### src/rtl/booth_mul_seq_if.sv
// Operand/result handshake bundle for the sequential Booth multiplier.
// The control unit holds the master side and the multiplier holds the slave side.
interface booth_mul_seq_if #(
    parameter int WIDTH = 32
);
    logic               start;
    logic [WIDTH-1:0]   a;
    logic [WIDTH-1:0]   b;
    logic [2*WIDTH-1:0] p;
    logic               busy;
    logic               done;

    modport master (output start, a, b, input  p, busy, done);
    modport slave  (input  start, a, b, output p, busy, done);
endinterface

### src/rtl/booth_mul_seq.sv
// Sequential signed Booth multiplier. The product is packed as {HI, LO} in p.
// Define BOOTH_RADIX4_EN for modified-Booth recoding: two bits per step, WIDTH/2 steps.
module booth_mul_seq #(
    parameter int WIDTH = 32
) (
    input  logic          clock,
    input  logic          clear,
    booth_mul_seq_if.slave bus
);
`ifdef BOOTH_RADIX4_EN
    localparam int AW    = WIDTH + 2;
    localparam int STEPS = WIDTH / 2;
`else
    localparam int AW    = WIDTH + 1;
    localparam int STEPS = WIDTH;
`endif
    localparam int CW = $clog2(WIDTH + 1);

    typedef enum logic [1:0] {
        IDLE = 2'd0,
        RUN  = 2'd1,
        DONE = 2'd2
    } state_t;

    state_t             state_r, state_s;
    logic [AW-1:0]      acc_r, acc_s;
    logic [WIDTH-1:0]   q_r, q_s;
    logic               qm1_r, qm1_s;
    logic [WIDTH-1:0]   m_r, m_s;
    logic [CW-1:0]      cnt_r, cnt_s;
    logic [2*WIDTH-1:0] p_r, p_s;
    logic               busy_r, busy_s;
    logic               done_r, done_s;
    logic [AW-1:0]      mext_s;
    logic [AW-1:0]      sum_s;

    assign bus.p    = p_r;
    assign bus.busy = busy_r;
    assign bus.done = done_r;

    // State and datapath registers; clear returns everything to idle at once.
    always_ff @(posedge clock or posedge clear) begin
        if (clear) begin
            state_r <= IDLE;
            acc_r   <= {AW{1'b0}};
            q_r     <= {WIDTH{1'b0}};
            qm1_r   <= 1'b0;
            m_r     <= {WIDTH{1'b0}};
            cnt_r   <= {CW{1'b0}};
            p_r     <= {(2*WIDTH){1'b0}};
            busy_r  <= 1'b0;
            done_r  <= 1'b0;
        end else begin
            state_r <= state_s;
            acc_r   <= acc_s;
            q_r     <= q_s;
            qm1_r   <= qm1_s;
            m_r     <= m_s;
            cnt_r   <= cnt_s;
            p_r     <= p_s;
            busy_r  <= busy_s;
            done_r  <= done_s;
        end
    end

    // Next-state, Booth step and registered-output logic.
    always_comb begin
        state_s = state_r;
        acc_s   = acc_r;
        q_s     = q_r;
        qm1_s   = qm1_r;
        m_s     = m_r;
        cnt_s   = cnt_r;
        p_s     = p_r;
        busy_s  = 1'b0;
        done_s  = 1'b0;
        // Sign-extending M keeps -2^(W-1) (and 2M in radix-4) exact in the accumulator.
        mext_s  = {{(AW-WIDTH){m_r[WIDTH-1]}}, m_r};
        sum_s   = acc_r;

        case (state_r)
            IDLE, DONE: begin
                if (bus.start) begin
                    m_s     = bus.a;
                    q_s     = bus.b;
                    acc_s   = {AW{1'b0}};
                    qm1_s   = 1'b0;
                    cnt_s   = CW'(STEPS);
                    busy_s  = 1'b1;
                    state_s = RUN;
                end else begin
                    state_s = IDLE;
                end
            end
            RUN: begin
`ifdef BOOTH_RADIX4_EN
                case ({q_r[1:0], qm1_r})
                    3'b001, 3'b010: sum_s = acc_r + mext_s;
                    3'b011:         sum_s = acc_r + {mext_s[AW-2:0], 1'b0};
                    3'b100:         sum_s = acc_r - {mext_s[AW-2:0], 1'b0};
                    3'b101, 3'b110: sum_s = acc_r - mext_s;
                    default:        sum_s = acc_r;
                endcase
                acc_s = {{2{sum_s[AW-1]}}, sum_s[AW-1:2]};
                q_s   = {sum_s[1:0], q_r[WIDTH-1:2]};
                qm1_s = q_r[1];
`else
                case ({q_r[0], qm1_r})
                    2'b01:   sum_s = acc_r + mext_s;
                    2'b10:   sum_s = acc_r - mext_s;
                    default: sum_s = acc_r;
                endcase
                acc_s = {sum_s[AW-1], sum_s[AW-1:1]};
                q_s   = {sum_s[0], q_r[WIDTH-1:1]};
                qm1_s = q_r[0];
`endif
                cnt_s = cnt_r - CW'(1);
                if (cnt_r == CW'(1)) begin
                    p_s     = {acc_s[WIDTH-1:0], q_s};
                    done_s  = 1'b1;
                    state_s = DONE;
                end else begin
                    busy_s  = 1'b1;
                    state_s = RUN;
                end
            end
            default: begin
                state_s = IDLE;
            end
        endcase
    end
endmodule
### src/flat_wrapper.sv
// flat-port wrapper written by rule: the top's interface ports become plain ports
module booth_mul_seq_flat 
#(
    parameter int WIDTH = 32
)
  (clock, clear, bus_start, bus_a, bus_b, bus_p, bus_busy, bus_done);
  booth_mul_seq_if #(.WIDTH(WIDTH)) bus_i ();
  input  logic clock;
  input  logic clear;
  input wire logic [$bits(bus_i.start)-1:0] bus_start;
  input wire logic [$bits(bus_i.a)-1:0] bus_a;
  input wire logic [$bits(bus_i.b)-1:0] bus_b;
  output wire logic [$bits(bus_i.p)-1:0] bus_p;
  output wire logic [$bits(bus_i.busy)-1:0] bus_busy;
  output wire logic [$bits(bus_i.done)-1:0] bus_done;
  assign bus_i.start = bus_start;
  assign bus_i.a = bus_a;
  assign bus_i.b = bus_b;
  assign bus_p = bus_i.p;
  assign bus_busy = bus_i.busy;
  assign bus_done = bus_i.done;
  booth_mul_seq #(.WIDTH(WIDTH)) u_core (.clock(clock), .clear(clear), .bus(bus_i));
endmodule
### config.mk
export PLATFORM = sky130hd
export DESIGN_NAME = booth_mul_seq_flat
export DESIGN_NICKNAME = d
export VERILOG_FILES = /design/src/rtl/booth_mul_seq_if.sv /design/src/rtl/booth_mul_seq.sv /design/src/flat_wrapper.sv
export SDC_FILE = /design/constraint.sdc
export NUM_CORES = 1
export LEC_CHECK = 0
export ABC_AREA = 1
export BUFFER_PORTS_ARGS = -buffer_cell sky130_fd_sc_hd__buf_2
export CORE_UTILIZATION = 60
export DETAILED_ROUTE_END_ITERATION = 12
export GPL_TIMING_DRIVEN = 0
export PLACE_DENSITY = 0.94
export REMOVE_ABC_BUFFERS = 1
export SLEW_MARGIN = 20
export SYNTH_ARGS = -nofsm -noshare
export SYNTH_HDL_FRONTEND = slang
export SYNTH_SLANG_ARGS = --single-unit
### constraint.sdc
create_clock -name clock -period 14.9 [get_ports clock]
set_input_delay 0.745 -clock clock [delete_from_list [all_inputs] [get_ports clock]]
set_output_delay 0.745 -clock clock [all_outputs]
set_load 0.05 [all_outputs]
==> flow_summary.json <==
{
  "crit_path_start_kind": "register",
  "crit_fanout": 23,
  "dp_hpwl_um": 18000,
  "cts_made_buffers": 17,
  "drive_gt1_frac": 0.156,
  "die_area_um2": 16900,
  "ctsResizeCount": 0,
  "synth-seq-cells": 170,
  "ant_nets": 0,
  "vias": 9192,
  "gp_congestion": 0.927,
  "core_area_um2": 15900,
  "cts_max_path_buffers": 2,
  "status": "complete, no violations",
  "final_hold_viol_count": 0,
  "cts_max_level": 4,
  "netlist_instances": 1274,
  "grt_use_total": 0.335,
  "wl_per_cell_um": 16.4,
  "routed_wl_um": 26500,
  "fp.dieH_um": 130,
  "async_flop_share": 1.00,
  "cts_num_sinks": 170,
  "ios": 133,
  "finalSetupTns_ns": 0,
  "period_needed_ns": 4.03,
  "ys_top_cells_by_area": "dfrtp_1, nand2_1, inv_1, o21ai_0, nand3_1",
  "antenna_found_initial": 1,
  "hold_path.class": "input port to asynchronous set/reset pin",
  "grt_start_max_net_pins": 99,
  "yosys_warnings": 0,
  "nFillCells": 1225,
  "critPathCaptureType": "register",
  "drv_cap": 0,
  "drv_slew": 0,
  "fmax_mhz": 248,
  "synth_cell_type_count": 41,
  "grt_pass1_wl_um": 43400,
  "placed_cells": 1579,
  "syn_to_final_growth_pct": 14.8,
  "postCtsSetupBuffers": 0,
  "required_ns": 15.23,
  "drtIter0Drc": 778,
  "fp.dieW_um": 130,
  "clk_latency_ns": 0.45,
  "tightest_slew_ns": 1.10,
  "drcViolationCount": 0,
  "num_rows": 46,
  "fin_skew_ns": 0.0119,
  "rsz0062_at_grt": "no",
  "dr.pass1.iters": 5,
  "postLayoutCoreUtil": 0.706,
  "yosysTopAreaCellShare": 0.434,
  "setup_violations": 0,
  "cts_tree": "built",
  "vias_per_cell": 5.70,
  "slew_headroom": 0.266,
  "critPathKind": "register to register",
  "clkTransAtPathRegs_ns": 0.07,
  "holdBufCountCts": 0,
  "grt_pass1_vias": 8834,
  "synth_ff_type": "dfrtp_1",
  "worstPathArrival_ns": 4.36,
  "initial_utilization": 0.615,
  "synth_area_um2": 9810,
  "nets": 1486,
  "ys_seq_area_frac": 0.434,
  "grt_remaining_overflow": 0,
  "portBuffers": 132,
  "synth-edff-count": 0,
  "cts_root_buffer": "clkbuf_16",
  "synth_top_area_cell": "dfrtp_1",
  "finalCritPeriodShare": 0.270,
  "avgSynthCellArea_um2": 7.70,
  "fin_cells": 1612
}
## cells in the final DEF, fill, tap and decap left out, types with 5 or more instances in the layout
master / synthesis / layout
o21ai_0: 94 / 94
clkbuf_16: 0 / 17
nor3_1: 5 / 5
o21bai_1: 6 / 6
a21oi_1: 48 / 48
mux2_2: 23 / 23
o221ai_1: 31 / 31
nand2_1: 366 / 363
xnor2_1: 18 / 18
or2_2: 7 / 7
nor2_1: 100 / 99
xor2_1: 20 / 20
inv_8: 0 / 6
buf_2: 17 / 132
dfrtp_1: 170 / 170
nand4_1: 6 / 6
nand3_1: 93 / 93
inv_1: 151 / 149
ha_1: 36 / 36
## area by class of cell
type	count	area [um^2]	share of cell area
repair buffers	136	747	0.0663
multi-input cells	903	4790	0.426
well taps	216	270	0.0240
inverters	154	587	0.0521
clock buffers	18	439	0.0390
clock inverters	14	168	0.0149
diodes	1	2.50	0.000222
flip-flops and latches	170	4250	0.378
## per-layer routing
layer  vias to the layer above  wire [um]  track usage
li1                       4363          -            -
met1                      4321      10900        0.432
met2                       418      12500        0.540
met3                        90       2040       0.0750
met4                         0       1030        0.153
met5                         -          0            0
## logic make-up after synthesis
| family | share of synthesized area |
|---|---|
| buf+inv | 0.0791 |
| xor+xnor | 0.0339 |
| flops | 0.434 |
| mux | 0.0295 |
| compound gates | 0.120 |
| fa+ha+maj | 0.0480 |
| simple gates | 0.256 |
## state kept, by name, indices dropped and copies added, names as in the netlist
signal	cells
u_core.bus.done	1
u_core.state_r	2
u_core.q_r	32
u_core.cnt_r	6
u_core.bus.p	64
u_core.acc_r	32
u_core.qm1_r	1
u_core.m_r	32
## stage by stage
| step | instance area (um^2) | hold WS [ns] | setup WS [ns] |
|---|---|---|---|
| after global placement | 10500 | 0.458 | 7.83 |
| after CTS | 11300 | 0.448 | 10.96 |
| after global routing | 11300 | 0.486 | 10.57 |
| after detailed placement | 10700 | 0.461 | 11.01 |
| after floorplan | 9610 | 0.463 | 9.55 |
| final | 11300 | 0.404 | 10.87 |
## Yosys cell counts, drive strengths merged (3+ instances only)
| cell type | count |
|---|---|
| nand2 | 368 |
| dfrtp | 170 |
| inv | 152 |
| nor2 | 104 |
| o21ai | 97 |
| nand3 | 93 |
| a21oi | 50 |
| ha | 36 |
| o221ai | 31 |
| clkbuf | 28 |
| mux2 | 23 |
| xor2 | 20 |
| buf | 19 |
| xnor2 | 18 |
| or2 | 10 |
| nor3 | 8 |
| nand4 | 6 |
| o21bai | 6 |
| nand3b | 4 |
| nor4 | 4 |
| o22ai | 4 |
| a21o | 3 |
| a31oi | 3 |
| and2 | 3 |
| mux2i | 3 |
| o211ai | 3 |
## worst max-delay path, cell delays in order, from the launching register on
cell and delay (ns):
dfrtp_1 0.37, inv_1 0.09, ha_1 0.69, inv_1 0.42, o21ai_1 0.24, o21ai_0 0.14, xor2_1 0.18, inv_1 0.07
ha_1 0.32, a21oi_1 0.27, nand2_1 0.12, a21oi_1 0.19, nand2_1 0.16, nand2_1 0.10, nand2_1 0.12, inv_1 0.08
nand3_1 0.07, nand3_1 0.08, nand2_1 0.08, nand2_1 0.06, nand2_1 0.06
## worst paths after layout
check | slack, ns | cells after the start | to | startpoint
setup / recovery | 10.87 | 20 | u_core.bus.p[63] | u_core.qm1_r
hold / removal | 0.40 | 2 | u_core.bus.p[26] | clear
setup reg to reg | 10.87 | 20 | u_core.bus.p[63] | u_core.qm1_r
hold reg to reg | 0.47 | 2 | u_core.bus.p[57] | u_core.bus.p[57]
max in group asynchronous | 13.69 | 3 | u_core.m_r[27] | clear
min in group clock | 0.47 | 2 | u_core.bus.p[57] | u_core.bus.p[57]
Power is left out: the tool's default activity adds up to more than one toggle a clock period on the data nets, which glitch-free logic cannot reach.
